**config.mk**
```make
export PLATFORM = sky130hd
export DESIGN_NAME = alu_req_driver_flat
export DESIGN_NICKNAME = d
export VERILOG_FILES = /design/src/rtl/alu_req_driver_pkg.sv /design/src/rtl/alu_req_driver_if.sv /design/src/rtl/alu_req_driver_mul_seq.sv /design/src/rtl/alu_req_driver.sv /design/src/flat_wrapper.sv
export SDC_FILE = /design/constraint.sdc
export NUM_CORES = 1
export LEC_CHECK = 0
export ABC_AREA = 1
export BUFFER_PORTS_ARGS = -buffer_cell sky130_fd_sc_hd__buf_2
export CAP_MARGIN = 10
export CELL_PAD_IN_SITES_DETAIL_PLACEMENT = 0
export CELL_PAD_IN_SITES_GLOBAL_PLACEMENT = 1
export CORE_ASPECT_RATIO = 2
export CORE_UTILIZATION = 43
export DETAILED_ROUTE_END_ITERATION = 6
export MAX_ROUTING_LAYER = met4
export PLACE_DENSITY_LB_ADDON = 0.1
export SYNTH_ARGS = -nofsm -noshare
export SYNTH_HDL_FRONTEND = slang
export SYNTH_SLANG_ARGS = --single-unit
export TNS_END_PERCENT = 1
```
**constraint.sdc**
```tcl
create_clock -name clk_i -period 4.1 [get_ports clk_i]
set_clock_uncertainty 0.05 [all_clocks]
set_input_delay 0.41 -clock clk_i [delete_from_list [all_inputs] [get_ports clk_i]]
set_output_delay 0.41 -clock clk_i [all_outputs]
set_load 0.02 [all_outputs]
```
**src/rtl/alu_req_driver_pkg.sv**
```systemverilog
// Shared constants, ALU control codes and FSM state encoding for the ALU request driver.
package alu_req_driver_pkg;

   localparam int DW = 32;
   localparam int CW = 4;

   localparam logic [CW-1:0] ALU_OR  = 4'b0000;
   localparam logic [CW-1:0] ALU_AND = 4'b0001;
   localparam logic [CW-1:0] ALU_ADD = 4'b0010;
   localparam logic [CW-1:0] ALU_SUB = 4'b0110;
   localparam logic [CW-1:0] ALU_SLT = 4'b0111;
   localparam logic [CW-1:0] ALU_NOR = 4'b1101;
   localparam logic [CW-1:0] MUL_OP  = 4'b1000;

   localparam int MUL_STEPS = 32;
   localparam int CNT_W     = $clog2(MUL_STEPS);

   typedef enum logic [1:0] {
      ST_IDLE,
      ST_EXEC,
      ST_MUL,
      ST_RESP
   } state_e;

   function automatic logic isAluCode(input logic [CW-1:0] op);
      return (op == ALU_OR)  || (op == ALU_AND) || (op == ALU_ADD) ||
             (op == ALU_SUB) || (op == ALU_SLT) || (op == ALU_NOR);
   endfunction

endpackage

```
**src/rtl/alu_req_driver_if.sv**
```systemverilog
// Request, response and ALU-side signals of the driver; master is the driver, slave its environment.
interface alu_req_driver_if;
   import alu_req_driver_pkg::*;

   logic          req_valid_i;
   logic          req_ready_o;
   logic [CW-1:0] req_op_i;
   logic [DW-1:0] req_a_i;
   logic [DW-1:0] req_b_i;
   logic [DW-1:0] alu_src1_o;
   logic [DW-1:0] alu_src2_o;
   logic [CW-1:0] alu_ctrl_o;
   logic [DW-1:0] alu_result_i;
   logic          alu_zero_i;
   logic          rsp_valid_o;
   logic          rsp_ready_i;
   logic [DW-1:0] rsp_result_o;
   logic          rsp_zero_o;
   logic          rsp_err_o;

   modport master (
      input  req_valid_i, req_op_i, req_a_i, req_b_i,
      output req_ready_o,
      output alu_src1_o, alu_src2_o, alu_ctrl_o,
      input  alu_result_i, alu_zero_i,
      output rsp_valid_o, rsp_result_o, rsp_zero_o, rsp_err_o,
      input  rsp_ready_i
   );

   modport slave (
      output req_valid_i, req_op_i, req_a_i, req_b_i,
      input  req_ready_o,
      input  alu_src1_o, alu_src2_o, alu_ctrl_o,
      output alu_result_i, alu_zero_i,
      input  rsp_valid_o, rsp_result_o, rsp_zero_o, rsp_err_o,
      output rsp_ready_i
   );

endinterface

```
**src/rtl/alu_req_driver_mul_seq.sv**
```systemverilog
// Shift-add multiply datapath: holds accumulator, shifted multiplicand, multiplier and step count.
// Exposes next-cycle operands so the controller can register them straight onto the ALU inputs.
module alu_mul_seq
   import alu_req_driver_pkg::*;
(
   input  logic          clk_i,
   input  logic          rst_i,
   input  logic          load_i,
   input  logic          step_i,
   input  logic [DW-1:0] mcand_i,
   input  logic [DW-1:0] mplier_i,
   input  logic [DW-1:0] sum_i,
   output logic [DW-1:0] accNext_o,
   output logic [DW-1:0] addendNext_o,
   output logic          last_o
);

   logic [DW-1:0]    acc_q, acc_d;
   logic [DW-1:0]    mcand_q, mcand_d;
   logic [DW-1:0]    mplier_q, mplier_d;
   logic [CNT_W-1:0] cnt_q, cnt_d;

   always_comb begin
      acc_d    = acc_q;
      mcand_d  = mcand_q;
      mplier_d = mplier_q;
      cnt_d    = cnt_q;
      if (load_i) begin
         acc_d    = '0;
         mcand_d  = mcand_i;
         mplier_d = mplier_i;
         cnt_d    = '0;
      end else if (step_i) begin
         acc_d    = sum_i;
         mcand_d  = mcand_q << 1;
         mplier_d = mplier_q >> 1;
         cnt_d    = cnt_q + 1'b1;
      end
   end

   // Addend for the next ADD is the multiplicand gated by the next multiplier LSB.
   assign accNext_o    = acc_d;
   assign addendNext_o = mplier_d[0] ? mcand_d : '0;
   assign last_o       = (cnt_q == CNT_W'(MUL_STEPS - 1));

   always_ff @(posedge clk_i or negedge rst_i) begin
      if (!rst_i) begin
         acc_q    <= '0;
         mcand_q  <= '0;
         mplier_q <= '0;
         cnt_q    <= '0;
      end else begin
         acc_q    <= acc_d;
         mcand_q  <= mcand_d;
         mplier_q <= mplier_d;
         cnt_q    <= cnt_d;
      end
   end

endmodule

```
**src/rtl/alu_req_driver.sv**
```systemverilog
// Initiator for the combinational EX-stage ALU: one outstanding request, registered ALU operands,
// and a 32-step multiply built from repeated ALU ADDs.
module alu_req_driver
   import alu_req_driver_pkg::*;
(
   input  logic             clk_i,
   input  logic             rst_i,
   alu_req_driver_if.master bus
);

   state_e        state_q;
   logic          reqReady_q;
   logic [DW-1:0] aluSrc1_q;
   logic [DW-1:0] aluSrc2_q;
   logic [CW-1:0] aluCtrl_q;
   logic          rspValid_q;
   logic [DW-1:0] rspResult_q;
   logic          rspZero_q;
   logic          rspErr_q;

   logic          mulLoad;
   logic          mulStep;
   logic [DW-1:0] mulAccNext;
   logic [DW-1:0] mulAddendNext;
   logic          mulLast;

   assign mulLoad = (state_q == ST_IDLE) && bus.req_valid_i && (bus.req_op_i == MUL_OP);
   assign mulStep = (state_q == ST_MUL);

   alu_mul_seq u_mulSeq (
      .clk_i        (clk_i),
      .rst_i        (rst_i),
      .load_i       (mulLoad),
      .step_i       (mulStep),
      .mcand_i      (bus.req_a_i),
      .mplier_i     (bus.req_b_i),
      .sum_i        (bus.alu_result_i),
      .accNext_o    (mulAccNext),
      .addendNext_o (mulAddendNext),
      .last_o       (mulLast)
   );

   assign bus.req_ready_o  = reqReady_q;
   assign bus.alu_src1_o   = aluSrc1_q;
   assign bus.alu_src2_o   = aluSrc2_q;
   assign bus.alu_ctrl_o   = aluCtrl_q;
   assign bus.rsp_valid_o  = rspValid_q;
   assign bus.rsp_result_o = rspResult_q;
   assign bus.rsp_zero_o   = rspZero_q;
   assign bus.rsp_err_o    = rspErr_q;

   // ALU operands only change on entry to EXEC/MUL and during MUL, so they hold in IDLE and RESP.
   always_ff @(posedge clk_i or negedge rst_i) begin
      if (!rst_i) begin
         state_q     <= ST_IDLE;
         reqReady_q  <= 1'b1;
         aluSrc1_q   <= '0;
         aluSrc2_q   <= '0;
         aluCtrl_q   <= '0;
         rspValid_q  <= 1'b0;
         rspResult_q <= '0;
         rspZero_q   <= 1'b0;
         rspErr_q    <= 1'b0;
      end else begin
         case (state_q)
            ST_IDLE: begin
               if (bus.req_valid_i && reqReady_q) begin
                  reqReady_q <= 1'b0;
                  if (isAluCode(bus.req_op_i)) begin
                     aluSrc1_q <= bus.req_a_i;
                     aluSrc2_q <= bus.req_b_i;
                     aluCtrl_q <= bus.req_op_i;
                     state_q   <= ST_EXEC;
                  end else if (bus.req_op_i == MUL_OP) begin
                     aluSrc1_q <= mulAccNext;
                     aluSrc2_q <= mulAddendNext;
                     aluCtrl_q <= ALU_ADD;
                     state_q   <= ST_MUL;
                  end else begin
                     rspResult_q <= '0;
                     rspZero_q   <= 1'b1;
                     rspErr_q    <= 1'b1;
                     rspValid_q  <= 1'b1;
                     state_q     <= ST_RESP;
                  end
               end
            end
            ST_EXEC: begin
               rspResult_q <= bus.alu_result_i;
               rspZero_q   <= bus.alu_zero_i;
               rspErr_q    <= 1'b0;
               rspValid_q  <= 1'b1;
               state_q     <= ST_RESP;
            end
            ST_MUL: begin
               if (mulLast) begin
                  rspResult_q <= bus.alu_result_i;
                  rspZero_q   <= (bus.alu_result_i == '0);
                  rspErr_q    <= 1'b0;
                  rspValid_q  <= 1'b1;
                  state_q     <= ST_RESP;
               end else begin
                  aluSrc1_q <= mulAccNext;
                  aluSrc2_q <= mulAddendNext;
               end
            end
            ST_RESP: begin
               if (bus.rsp_ready_i) begin
                  rspValid_q <= 1'b0;
                  reqReady_q <= 1'b1;
                  state_q    <= ST_IDLE;
               end
            end
            default: begin
               state_q <= ST_IDLE;
            end
         endcase
      end
   end

endmodule

```
**src/flat_wrapper.sv**
```systemverilog
// flat-port wrapper written by rule: the top's interface ports become plain ports
module alu_req_driver_flat import alu_req_driver_pkg::*;
  (clk_i, rst_i, bus_req_valid_i, bus_req_op_i, bus_req_a_i, bus_req_b_i, bus_req_ready_o, bus_alu_src1_o, bus_alu_src2_o, bus_alu_ctrl_o, bus_alu_result_i, bus_alu_zero_i, bus_rsp_valid_o, bus_rsp_result_o, bus_rsp_zero_o, bus_rsp_err_o, bus_rsp_ready_i);
  alu_req_driver_if bus_i ();
  input  logic clk_i;
  input  logic rst_i;
  input wire logic [$bits(bus_i.req_valid_i)-1:0] bus_req_valid_i;
  input wire logic [$bits(bus_i.req_op_i)-1:0] bus_req_op_i;
  input wire logic [$bits(bus_i.req_a_i)-1:0] bus_req_a_i;
  input wire logic [$bits(bus_i.req_b_i)-1:0] bus_req_b_i;
  output wire logic [$bits(bus_i.req_ready_o)-1:0] bus_req_ready_o;
  output wire logic [$bits(bus_i.alu_src1_o)-1:0] bus_alu_src1_o;
  output wire logic [$bits(bus_i.alu_src2_o)-1:0] bus_alu_src2_o;
  output wire logic [$bits(bus_i.alu_ctrl_o)-1:0] bus_alu_ctrl_o;
  input wire logic [$bits(bus_i.alu_result_i)-1:0] bus_alu_result_i;
  input wire logic [$bits(bus_i.alu_zero_i)-1:0] bus_alu_zero_i;
  output wire logic [$bits(bus_i.rsp_valid_o)-1:0] bus_rsp_valid_o;
  output wire logic [$bits(bus_i.rsp_result_o)-1:0] bus_rsp_result_o;
  output wire logic [$bits(bus_i.rsp_zero_o)-1:0] bus_rsp_zero_o;
  output wire logic [$bits(bus_i.rsp_err_o)-1:0] bus_rsp_err_o;
  input wire logic [$bits(bus_i.rsp_ready_i)-1:0] bus_rsp_ready_i;
  assign bus_i.req_valid_i = bus_req_valid_i;
  assign bus_i.req_op_i = bus_req_op_i;
  assign bus_i.req_a_i = bus_req_a_i;
  assign bus_i.req_b_i = bus_req_b_i;
  assign bus_req_ready_o = bus_i.req_ready_o;
  assign bus_alu_src1_o = bus_i.alu_src1_o;
  assign bus_alu_src2_o = bus_i.alu_src2_o;
  assign bus_alu_ctrl_o = bus_i.alu_ctrl_o;
  assign bus_i.alu_result_i = bus_alu_result_i;
  assign bus_i.alu_zero_i = bus_alu_zero_i;
  assign bus_rsp_valid_o = bus_i.rsp_valid_o;
  assign bus_rsp_result_o = bus_i.rsp_result_o;
  assign bus_rsp_zero_o = bus_i.rsp_zero_o;
  assign bus_rsp_err_o = bus_i.rsp_err_o;
  assign bus_i.rsp_ready_i = bus_rsp_ready_i;
  alu_req_driver u_core (.clk_i(clk_i), .rst_i(rst_i), .bus(bus_i));
endmodule
```
=== Word-level counts from Yosys, hierarchy flattened ===
Index checks and enable logic that the tools add are counted.

* Register bits after elaboration: 207
* Input bits: 105
* Output and inout bits: 104
* Word-level logic and storage cells: 99

* Add/sub/neg operators: 1
* Eq/ne operators: 17
* Muxes and demuxes: 45
* Reduce and logical (&&, ||, !) cells: 22

{| class="wikitable"
|+ Operator list
! operator !! number
|-
| two-way mux 32 bit || 19
|-
| case mux 32 bit (2 select lines) || 2
|-
| case mux 32 bit (3 select lines) || 1
|-
| logical NOT 32 bit || 1
|-
| != test 2 bit (second input constant) || 6
|-
| two-way mux 1 bit || 10
|-
| two-way mux 5 bit || 2
|-
| AND reduction 5 bit || 2
|-
| AND reduction 3 bit || 3
|-
| == test 4 x 3 -> 1 bit (second input constant) || 2
|-
| == test 4 bit (second input constant) || 2
|-
| two-way mux 2 bit || 4
|-
| two-way mux 4 bit || 2
|-
| case mux 2 bit (4 select lines) || 1
|-
| nonzero test 2 bit || 4
|-
| case mux 1 bit (3 select lines) || 2
|-
| adder 5 x 1 -> 5 bit (second input constant) || 1
|-
| == test 5 bit (second input constant) || 1
|-
| logical OR 1 bit || 5
|-
| == test 2 bit (second input constant) || 2
|-
| == test 4 x 1 -> 1 bit (second input constant) || 1
|-
| == test 4 x 2 -> 1 bit (second input constant) || 1
|-
| logical NOT 4 bit || 1
|-
| case mux 1 bit (4 select lines) || 1
|-
| other kinds (7) || 9
|}

=== Longest topological paths before layout ===
Gate-level depths: netlist of run 1.

* Depth in word-level cells: 9
* Gate-level depth with buffers: 13
* Gate-level depth less buffers: 11

=== Cells and area by module ===
From an unflattened synthesis of run 1, not the netlist that was laid out.

* Cell total of the unflattened synthesis: 1307
* Area, all modules: 10005.8 sq um

{| class="wikitable"
|+ Modules (own cells, without submodules)
! module !! instances !! cells an instance !! area an instance (sq um) !! sequential area each (sq um)
|-
| alu_req_driver || 1 || 732 || 5397.7 || 2653.8
|-
| alu_mul_seq || 1 || 575 || 4608.2 || 2527.4
|}

=== Worst setup path after synthesis of run 1 ===
Ideal clock, no wire load.

* Path type: reg2reg
* From: reg u_core.u_mulSeq.cnt_q[0]
* To: reg u_core.aluSrc2_q[26], in the netlist u_core.bus.alu_src2_o[26]
* Setup time: 0.066 ns
* Data arrival time: 1.895 ns
* Required time: 3.984 ns
* Setup slack: 2.089 ns
* Cell stages (with the launch flop): 12
* Path buffers: 2
* Clock period less this slack: 2.011 ns
* Path through: dfrtp_1 > ha_1 > and3_1 > ha_1 > or2_1 > a21boi_1 > o21ai_2 > inv_2 > buf_4 > buf_2 > nand2_1 > nand2_1

* Word-level cells in the longest chain between the ends: 3

{| class="wikitable"
|+ Ends and longest elaborated chain
! element !! RTL line !! RTL
|-
| from (decl) || alu_req_driver_mul_seq.sv:21 || <nowiki>logic [CNT_W-1:0] cnt_q, cnt_d;</nowiki>
|-
| from (signal assigned) || alu_req_driver_mul_seq.sv:56 || <nowiki>cnt_q <= cnt_d;</nowiki>
|-
| == test 5 bit || alu_req_driver_mul_seq.sv:44 || <nowiki>assign last_o = (cnt_q == CNT_W'(MUL_STEPS - 1));</nowiki>
|-
| != test 2 bit (no line) || n/a ||
|-
| AND reduction 4 bit (no line) || n/a ||
|-
| to (signal assigned) || alu_req_driver.sv:71 || <nowiki>aluSrc2_q <= bus.req_b_i;</nowiki>
|-
| to (signal assigned) || alu_req_driver.sv:76 || <nowiki>aluSrc2_q <= mulAddendNext;</nowiki>
|-
| to (signal assigned) || alu_req_driver.sv:104 || <nowiki>aluSrc2_q <= mulAddendNext;</nowiki>
|-
| to (decl) || alu_req_driver.sv:14 || <nowiki>logic [DW-1:0] aluSrc2_q;</nowiki>
|}

No other way between the ends.
A chain may end at the register's enable or synchronous reset.

=== Worst setup path after layout of run 1 ===
* From: reg u_core.state_q[0]
* To: reg u_core.aluSrc2_q[7], in the netlist u_core.bus.alu_src2_o[7]

* Word-level cells in the longest chain between the ends: 9
* Elaborated cells on any way between the ends: 19
* Those cells by class: 4 x eq/ne; 10 x mux; 5 x reduce/logical

{| class="wikitable"
|+ Ends and longest elaborated chain
! element !! RTL line !! RTL
|-
| from (decl) || alu_req_driver.sv:11 || <nowiki>state_e state_q;</nowiki>
|-
| from (signal assigned) || alu_req_driver.sv:55 || <nowiki>state_q <= ST_IDLE;</nowiki>
|-
| from (signal assigned) || alu_req_driver.sv:73 || <nowiki>state_q <= ST_EXEC;</nowiki>
|-
| from (signal assigned) || alu_req_driver.sv:78 || <nowiki>state_q <= ST_MUL;</nowiki>
|-
| logical NOT 2 bit || alu_req_driver.sv:27 || <nowiki>assign mulLoad = (state_q == ST_IDLE) && bus.req_valid_i && (bus.req_op_i == MUL_OP);</nowiki>
|-
| logical AND 1 bit (2 in a row) || alu_req_driver.sv:27 ||
|-
| two-way mux 32 bit (*) || alu_req_driver_mul_seq.sv:28 || <nowiki>if (load_i) begin</nowiki>
|-
| via u_core.u_mulSeq.mcand_d[7] || alu_req_driver_mul_seq.sv:19 || <nowiki>logic [DW-1:0] mcand_q, mcand_d;</nowiki>
|-
| two-way mux 32 bit (*) || alu_req_driver_mul_seq.sv:43 || <nowiki>assign addendNext_o = mplier_d[0] ? mcand_d : '0;</nowiki>
|-
| two-way mux 32 bit || alu_req_driver.sv:74 || <nowiki>end else if (bus.req_op_i == MUL_OP) begin</nowiki>
|-
| two-way mux 32 bit || alu_req_driver.sv:69 || <nowiki>if (isAluCode(bus.req_op_i)) begin</nowiki>
|-
| two-way mux 32 bit || alu_req_driver.sv:67 || <nowiki>if (bus.req_valid_i && reqReady_q) begin</nowiki>
|-
| case mux 32 bit (2 select lines) (*) || alu_req_driver.sv:65 || <nowiki>case (state_q)</nowiki>
|}

The timed path passes the listed nets; every way through them passes the cells marked *. The select of a mux whose other input is x is not followed.

==> results by group, run 1 <==
Synthesis
  – FF+latch count, synth: 207
  – Synth Cell Area: 10,100 um^2
  – Cells after synthesis: 1,343
  – Avg Inst Size Synth: 7.50 um^2
  – Post-Syn Nets: 1,455
  – Seq/Total Area, Yosys: 51.4%
  – Yosys warning total: 0
  – Netlist cell types: 30

Cells and area
  – Final instance area: 12,000 um^2
  – Nets: 1,612
  – Commonest non-fill, non-tap cell in the layout: nand2_1
  – Area grow syn2layout: 18.7%
  – Fraction of layout cells with a size suffix above 1: 19.8%
  – Most frequent cells in the layout: nand2_1, buf_2, dfrtp_1, nand3_1, o21ai_0

Worst setup path
  – WP buf/inv: 3
  – Crit path from: u_core.state_q[0]$_DFFE_PN0P_
  – Slowest stage delay, CP: 0.52 ns
  – Crit path max fanout: 57
  – Setup CP Type: reg -> reg
  – Kind of end point of the critical path: flop
  – CP Data Arrival Time: 3.14 ns
  – Worst setup SP type: flop
  – RR Startpoint: u_core.state_q[0]$_DFFE_PN0P_
  – Data required, critical path: 4.45 ns
  – Most used cell, CP: nand2_1
  – CP cell instances: inv_1 -> ha_1 -> nand2_1 -> inv_2 -> nand3_4 -> buf_4 -> nand2_1 -> nand2_1 -> nand3_1 -> nand2_1 -> nand2_1 -> nand2_1
  – Crit path max-delay family: simple AND/OR/NAND/NOR gates
  – Slowest-stage cell, CP: buf_4

Die
  – Starting density of the core: 44.1%
  – Die height: 218 um
  – Die X: 110 um
  – Die ar.: 24,100 um^2
  – FP Rows: 78
  – Area of the core: 22,800 um^2
  – # IOs: 209

STA
  – RSZ-0062 raised after global routing: false
  – Slew at the pin closest to its max-slew limit: 1.03 ns
  – Period utilisation layout: 68.2%
  – Final Max Slew Viols: 0
  – Hold Vio Cnt, Final: 0
  – Rel. slew slack: 31.0%
  – Min cycle time layout: 2.79 ns
  – Fmax: 358 MHz
  – PnR worst setup slack: 1.31 ns
  – # setup viols final: 0
  – Fin Setup TNS: 0 ns

Job
  – Max Cap Viol: 0

Clocking
  – Root Driver: clkbuf_16
  – Reg clk slew, reported paths: 0.07 ns
  – Post-CTS sizing: 0
  – Clock Tree Buf Depth: 3
  – Clk Latency, worst-skew pair: 0.51 ns
  – CTS Buf Count: 21
  – CTS tree: done
  – Post-CTS setup buffers: 0
  – H-tree depth: 1
  – CTS sink cnt: 207

GRT
  – Total track usage: 26.2%
  – Vias in the first global route: 9,130
  – Largest net degree at the start of global routing: 107
  – Initial antenna violation count: 4
  – First-pass GRT wire length: 47.2 mm
  – GR Overflow Total: 0

Detailed routing
  – Highest routed layer: met4
  – Initial DRT Pass Iterations: 4
  – DR WL/cell: 16.6 um
  – Met3 WL: 1.25 mm
  – Vias/cell: 5.10
  – Iteration-0 DRC Markers: 498
  – WL final: 29.8 mm
  – Antenna viol nets, final: 0
  – Wl on met1: 12.3 mm
  – Met2 wire length: 15.4 mm
  – Via count: 9,168
  – DRC violations left: 0

Outcome
  – Status: finished clean

Placed design
  – Placed Area: 11,300 um^2
  – Dpl ws: 1.14 ns
  – DP HPWL: 19.8 mm
  – Placer Congestion: 0.822
  – Number of port buffers: 208

Min path
  – Hold Crit Class: in -> reg
  – Worst hold start: bus_req_b_i[8]

Power and ir drop
  – Tot Pwr: 0.00919 W
  – Pwr per Cell Area: 769 nW/um^2
  – Leakage: 6.69 nW
  – Worst VDD drop: 1.20 mV
==> synthesized netlist by cell type (all sizes together) <==
master / number / area, um^2
nand2: 589 / 2210
dfrtp: 206 / 5150
nand3: 185 / 931
o21ai: 99 / 499
inv: 84 / 315
clkbuf: 55 / 206
nand4: 39 / 244
buf: 38 / 194
nor2: 22 / 87.6
ha: 7 / 87.6
a21oi: 4 / 20.0
or2: 3 / 18.8
a22oi: 2 / 15.0
a31oi: 2 / 12.5
nor3: 2 / 10.0
a21boi: 1 / 7.51
and3: 1 / 6.26
dfstp: 1 / 26.3
o211ai: 1 / 7.51
o311ai: 1 / 8.76
xor2: 1 / 8.76
==> per-stage QoR <==
stage,instances,hold WS (ns),utilization (%)
after detailed placement,1755,0.411,49.3
after floorplan,1343,0.0644,-
after CTS,1791,0.0797,52.2
after global routing,1796,0.0945,52.3
final,1796,0.0882,52.3
after global placement,1755,0.403,49.3
==> registers in the layout, indices dropped and copies added (netlist names) <==
signal and cells:
u_core.bus.rsp_zero_o 1, u_core.u_mulSeq.mcand_q 32, u_core.bus.alu_src1_o 32, u_core.state_q 2, u_core.u_mulSeq.mplier_q 32, u_core.bus.rsp_err_o 1, u_core.u_mulSeq.acc_q 32, u_core.bus.req_ready_o 1
u_core.bus.rsp_valid_o 1, u_core.u_mulSeq.cnt_q 5, u_core.bus.alu_src2_o 32, u_core.bus.alu_ctrl_o 4, u_core.bus.rsp_result_o 32
==> logic make-up after synthesis <==
group / after synthesis / share of synthesized area, %
buffers and inverters: 177 / 7.10
and+or+nand+nor: 841 / 34.8
AOI/OAI and AO/OA: 110 / 5.66
adders and majority gates: 7 / 0.869
xor gates and xnor gates: 1 / 0.0870
DFF: 207 / 51.4
==> final cells by class <==
class | instances | area, um^2
Fill cell | 2386 | 10900
Timing Repair Buffer | 227 | 1220
Clock buffer | 30 | 619
Sequential cell | 207 | 5180
Inverter | 84 | 318
Multi-Input combinational cell | 959 | 4220
Tap cell | 280 | 350
Antenna cell | 4 | 10.0
Clock inverter | 5 | 31.3
==> power by group <==
part / switching [W] / internal (W) / total (W)
Combinational: 0.00288 / 0.00124 / 0.00413
Clock: 0.000814 / 0.00105 / 0.00186
Sequential: 0.000359 / 0.00284 / 0.00320
Total: 0.00405 / 0.00514 / 0.00919
==> per-layer routing <==
metal  up-vias  global-route usage [%]
li1       4594                       -
met1      4316                    31.3
met2       213                    45.3
met3        45                    2.80
met4         0                    9.04
met5         -                       -
==> worst register-to-register path, stage by stage (launching register included) <==
cell,delay (ns)
dfrtp_1,0.40
inv_1,0.17
ha_1,0.30
nand2_1,0.17
inv_2,0.11
nand3_4,0.49
buf_4,0.54
nand2_1,0.12
nand2_1,0.07
nand3_1,0.09
nand2_1,0.06
nand2_1,0.05
nand2_1,0.05
==> final timing paths <==
kind | end | slack [ns] | cells after the start
worst min register to register | u_core.u_mulSeq.cnt_q[3]$_DFFE_PN0P_ | 0.42 | 1
worst max-delay path | u_core.bus.alu_src2_o[7]$_DFFE_PN0P_ | 1.31 | 12
min in group asynchronous | u_core.bus.rsp_result_o[2]$_DFFE_PN0P_ | 0.48 | 2
max in group asynchronous | u_core.u_mulSeq.mcand_q[22]$_DFF_PN0_ | 2.52 | 3
worst max register to register | u_core.bus.alu_src2_o[7]$_DFFE_PN0P_ | 1.31 | 12
worst min-delay path | u_core.u_mulSeq.mplier_q[8]$_DFFE_PN0P_ | 0.09 | 3
==> repair_timing <==
item | CTS | global route
setup endpoints to repair | 0 | 0
hold buffers | 1 | 0
endpoints found under the hold margin | 104 | 0
Note: power is estimated with default switching activity, not from simulation.
==> inputs of run 2 (changes only) <==
--- a/config.mk
+++ b/config.mk
@@ -11,7 +11,7 @@
 export CELL_PAD_IN_SITES_DETAIL_PLACEMENT = 0
 export CELL_PAD_IN_SITES_GLOBAL_PLACEMENT = 1
 export CORE_ASPECT_RATIO = 2
-export CORE_UTILIZATION = 43
+export CORE_UTILIZATION = 36
 export DETAILED_ROUTE_END_ITERATION = 6
 export MAX_ROUTING_LAYER = met4
 export PLACE_DENSITY_LB_ADDON = 0.1
==> constraint.sdc (replaced) <==
create_clock -name clk_i -period 2.4 [get_ports clk_i]
set_clock_uncertainty 0.05 [all_clocks]
set_input_delay 0.24 -clock clk_i [delete_from_list [all_inputs] [get_ports clk_i]]
set_output_delay 0.24 -clock clk_i [all_outputs]
set_load 0.02 [all_outputs]
==> run 2 against run 1 <==
Against the previous run:
- critical path depth decreased by 2
- combinational power rose by 83%
- cell area grew 9.7%
- hold slack worse by 0.073 ns
- routed wire length is 7.7% higher
- critical endpoint is now u_core.bus.alu_src1_o[14]$_DFFE_PN0P_
==> results by group, run 2 (synthesis results as in run 1) <==
Outcome
  – Status: finished clean

STA
  – Fin Setup TNS: 0 ns
  – Slew at the pin closest to its max-slew limit: 0.552 ns
  – Period utilisation layout: 88.6%
  – Fmax: 470 MHz
  – Final Max Slew Viols: 0
  – Min cycle time layout: 2.13 ns
  – Worst hold slack: 0.0153 ns
  – Hold Vio Cnt, Final: 0
  – Rel. slew slack: 63.2%
  – # setup viols final: 0
  – RSZ-0062 raised after global routing: false

Detailed routing
  – Met2 wire length: 16.9 mm
  – Met3 WL: 898 um
  – Iteration-0 DRC Markers: 342
  – Via count: 9,392
  – WL final: 32.1 mm
  – Vias/cell: 4.79
  – Wl on met1: 13.3 mm
  – DR WL/cell: 16.4 um
  – Antenna viol nets, final: 0
  – Initial DRT Pass Iterations: 5
  – DRC violations left: 0
  – Highest routed layer: met4

Clocking
  – Root Driver: clkbuf_16
  – Reg clk slew, reported paths: 0.06 ns
  – H-tree depth: 1
  – CTS Buf Count: 21
  – CTS sink cnt: 207
  – CTS tree: done
  – Post-CTS setup buffers: 0
  – Clock Tree Buf Depth: 3
  – Clk Latency, worst-skew pair: 0.51 ns

GRT
  – GR Overflow Total: 0
  – Total track usage: 23.3%
  – Largest net degree at the start of global routing: 84
  – First-pass GRT wire length: 51.0 mm
  – Initial antenna violation count: 4
  – Vias in the first global route: 9,624

Power and ir drop
  – Pwr per Cell Area: 1250 nW/um^2
  – Tot Pwr: 0.0164 W
  – Clock group share of total power: 20.6%
  – Internal Power: 0.00931 W
  – Worst VDD drop: 0.848 mV
  – Flop pwr share: 33.4%
  – Leakage: 7.15 nW
  – Switching share of power: 43.3%
  – P_sw: 0.00710 W
  – Logic pwr share: 45.9%

Die
  – FP Rows: 86
  – Area of the core: 27,500 um^2
  – Die X: 120 um
  – Die ar.: 28,700 um^2
  – Die height: 239 um
  – # IOs: 209
  – Starting density of the core: 36.6%

Job
  – Max Cap Viol: 0

Worst setup path
  – Worst Setup EP: u_core.bus.alu_src1_o[14]$_DFFE_PN0P_
  – CP cell instances: ha_1 -> and3_1 -> ha_1 -> or2_1 -> a21boi_1 -> o21ai_4 -> inv_2 -> buf_12 -> nand2_1 -> nand2_1
  – Reg2reg setup slack: 0.27 ns
  – Kind of end point of the critical path: flop
  – Data required, critical path: 2.78 ns
  – Slowest stage delay, CP: 0.39 ns
  – Crit path from: u_core.u_mulSeq.cnt_q[0]$_DFFE_PN0P_
  – CP Data Arrival Time: 2.51 ns
  – Slowest-stage cell, CP: dfrtp_1
  – Setup CP Type: reg -> reg
  – Number of cells on the worst reg-to-reg path: 10
  – R2r endpoint: u_core.bus.alu_src1_o[14]$_DFFE_PN0P_
  – Worst setup SP type: flop
  – RR Startpoint: u_core.u_mulSeq.cnt_q[0]$_DFFE_PN0P_
  – Crit path max fanout: 35

Placed design
  – Number of port buffers: 208
  – DP HPWL: 22.2 mm
  – Placer Congestion: 0.826

Cells and area
  – Filler cells: 2,880
  – Commonest non-fill, non-tap cell in the layout: nand2_1
  – Area grow syn2layout: 30.2%
  – Nets: 1,704
  – Most frequent cells in the layout: nand2_1, buf_2, dfrtp_1, nand3_1, o21ai_0
  – Fraction of layout cells with a size suffix above 1: 19.4%

Min path
  – Hold Crit Class: in -> reg
-- run 2: power groups by stage --
stage          combinational, W  clock, W  sequential (W)
3_3_place_gp            0.00744         0         0.00551
2_1_floorplan           0.00435         0         0.00618
6_report                0.00754   0.00339         0.00549
5_1_grt                 0.00854   0.00360         0.00563
4_1_cts                 0.00765   0.00349         0.00550
3_5_place_dp            0.00751         0         0.00555
-- run 2: critical path: cells and delay by family (launching register included) --
kind / cells / cell delay, ns
fa+ha+maj: 2 / 0.39
simple gates: 4 / 0.57
compound gates: 2 / 0.32
buf+inv: 2 / 0.32
flops: 1 / 0.39
-- run 2: area by class of cell --
class	count	area [um^2]	area share, %
diodes	4	10.0	0.0763
clock buffers	29	576	4.39
clock inverters	7	113	0.858
inverters	84	318	2.42
multi-input cells	959	4220	32.2
flip-flops and latches	207	5180	39.5
well taps	352	440	3.36
repair buffers	319	2260	17.2
-- run 2: what timing repair did --
item	CTS	global route
hold endpoints to repair	127	0
resized for setup	0	0
hold buffers	79	0
-- run 2: worst min path at each step --
stage / start / endpoint / slack, ns / cells past startpoint
floorplan: rst_i / u_core.bus.alu_ctrl_o[0]$_DFFE_PN0P_ / -0.11 / 0
detailed placement: rst_i / u_core.bus.alu_src1_o[2]$_DFFE_PN0P_ / 0.16 / 1
finish: bus_req_op_i[2] / u_core.bus.alu_ctrl_o[2]$_DFFE_PN0P_ / 0.02 / 3
global placement: rst_i / u_core.bus.alu_src1_o[2]$_DFFE_PN0P_ / 0.16 / 1
CTS: bus_req_a_i[26] / u_core.u_mulSeq.mcand_q[26]$_DFF_PN0_ / 0.002 / 3
global route: bus_req_op_i[2] / u_core.bus.alu_ctrl_o[2]$_DFFE_PN0P_ / 0.02 / 3
-- run 2: per-layer routing --
| layer | vias to the layer above | global-route usage (%) |
|---|---|---|
| met1 | 4375 | 26.5 |
| met4 | 0 | 8.79 |
| met2 | 184 | 42.1 |
| li1 | 4791 | - |
| met5 | - | - |
| met3 | 42 | 1.96 |
-- run 2: per-stage QoR --
step,worst slack [ns],cell area [um^2],utilization (%),instances
final,0.273,13100,47.6,1961
after global placement,0.305,11600,42.2,1842
after CTS,0.263,13100,47.6,1957
after floorplan,0.389,10100,-,1343
after global routing,0.0913,13100,47.6,1961
after detailed placement,0.269,11600,42.2,1842
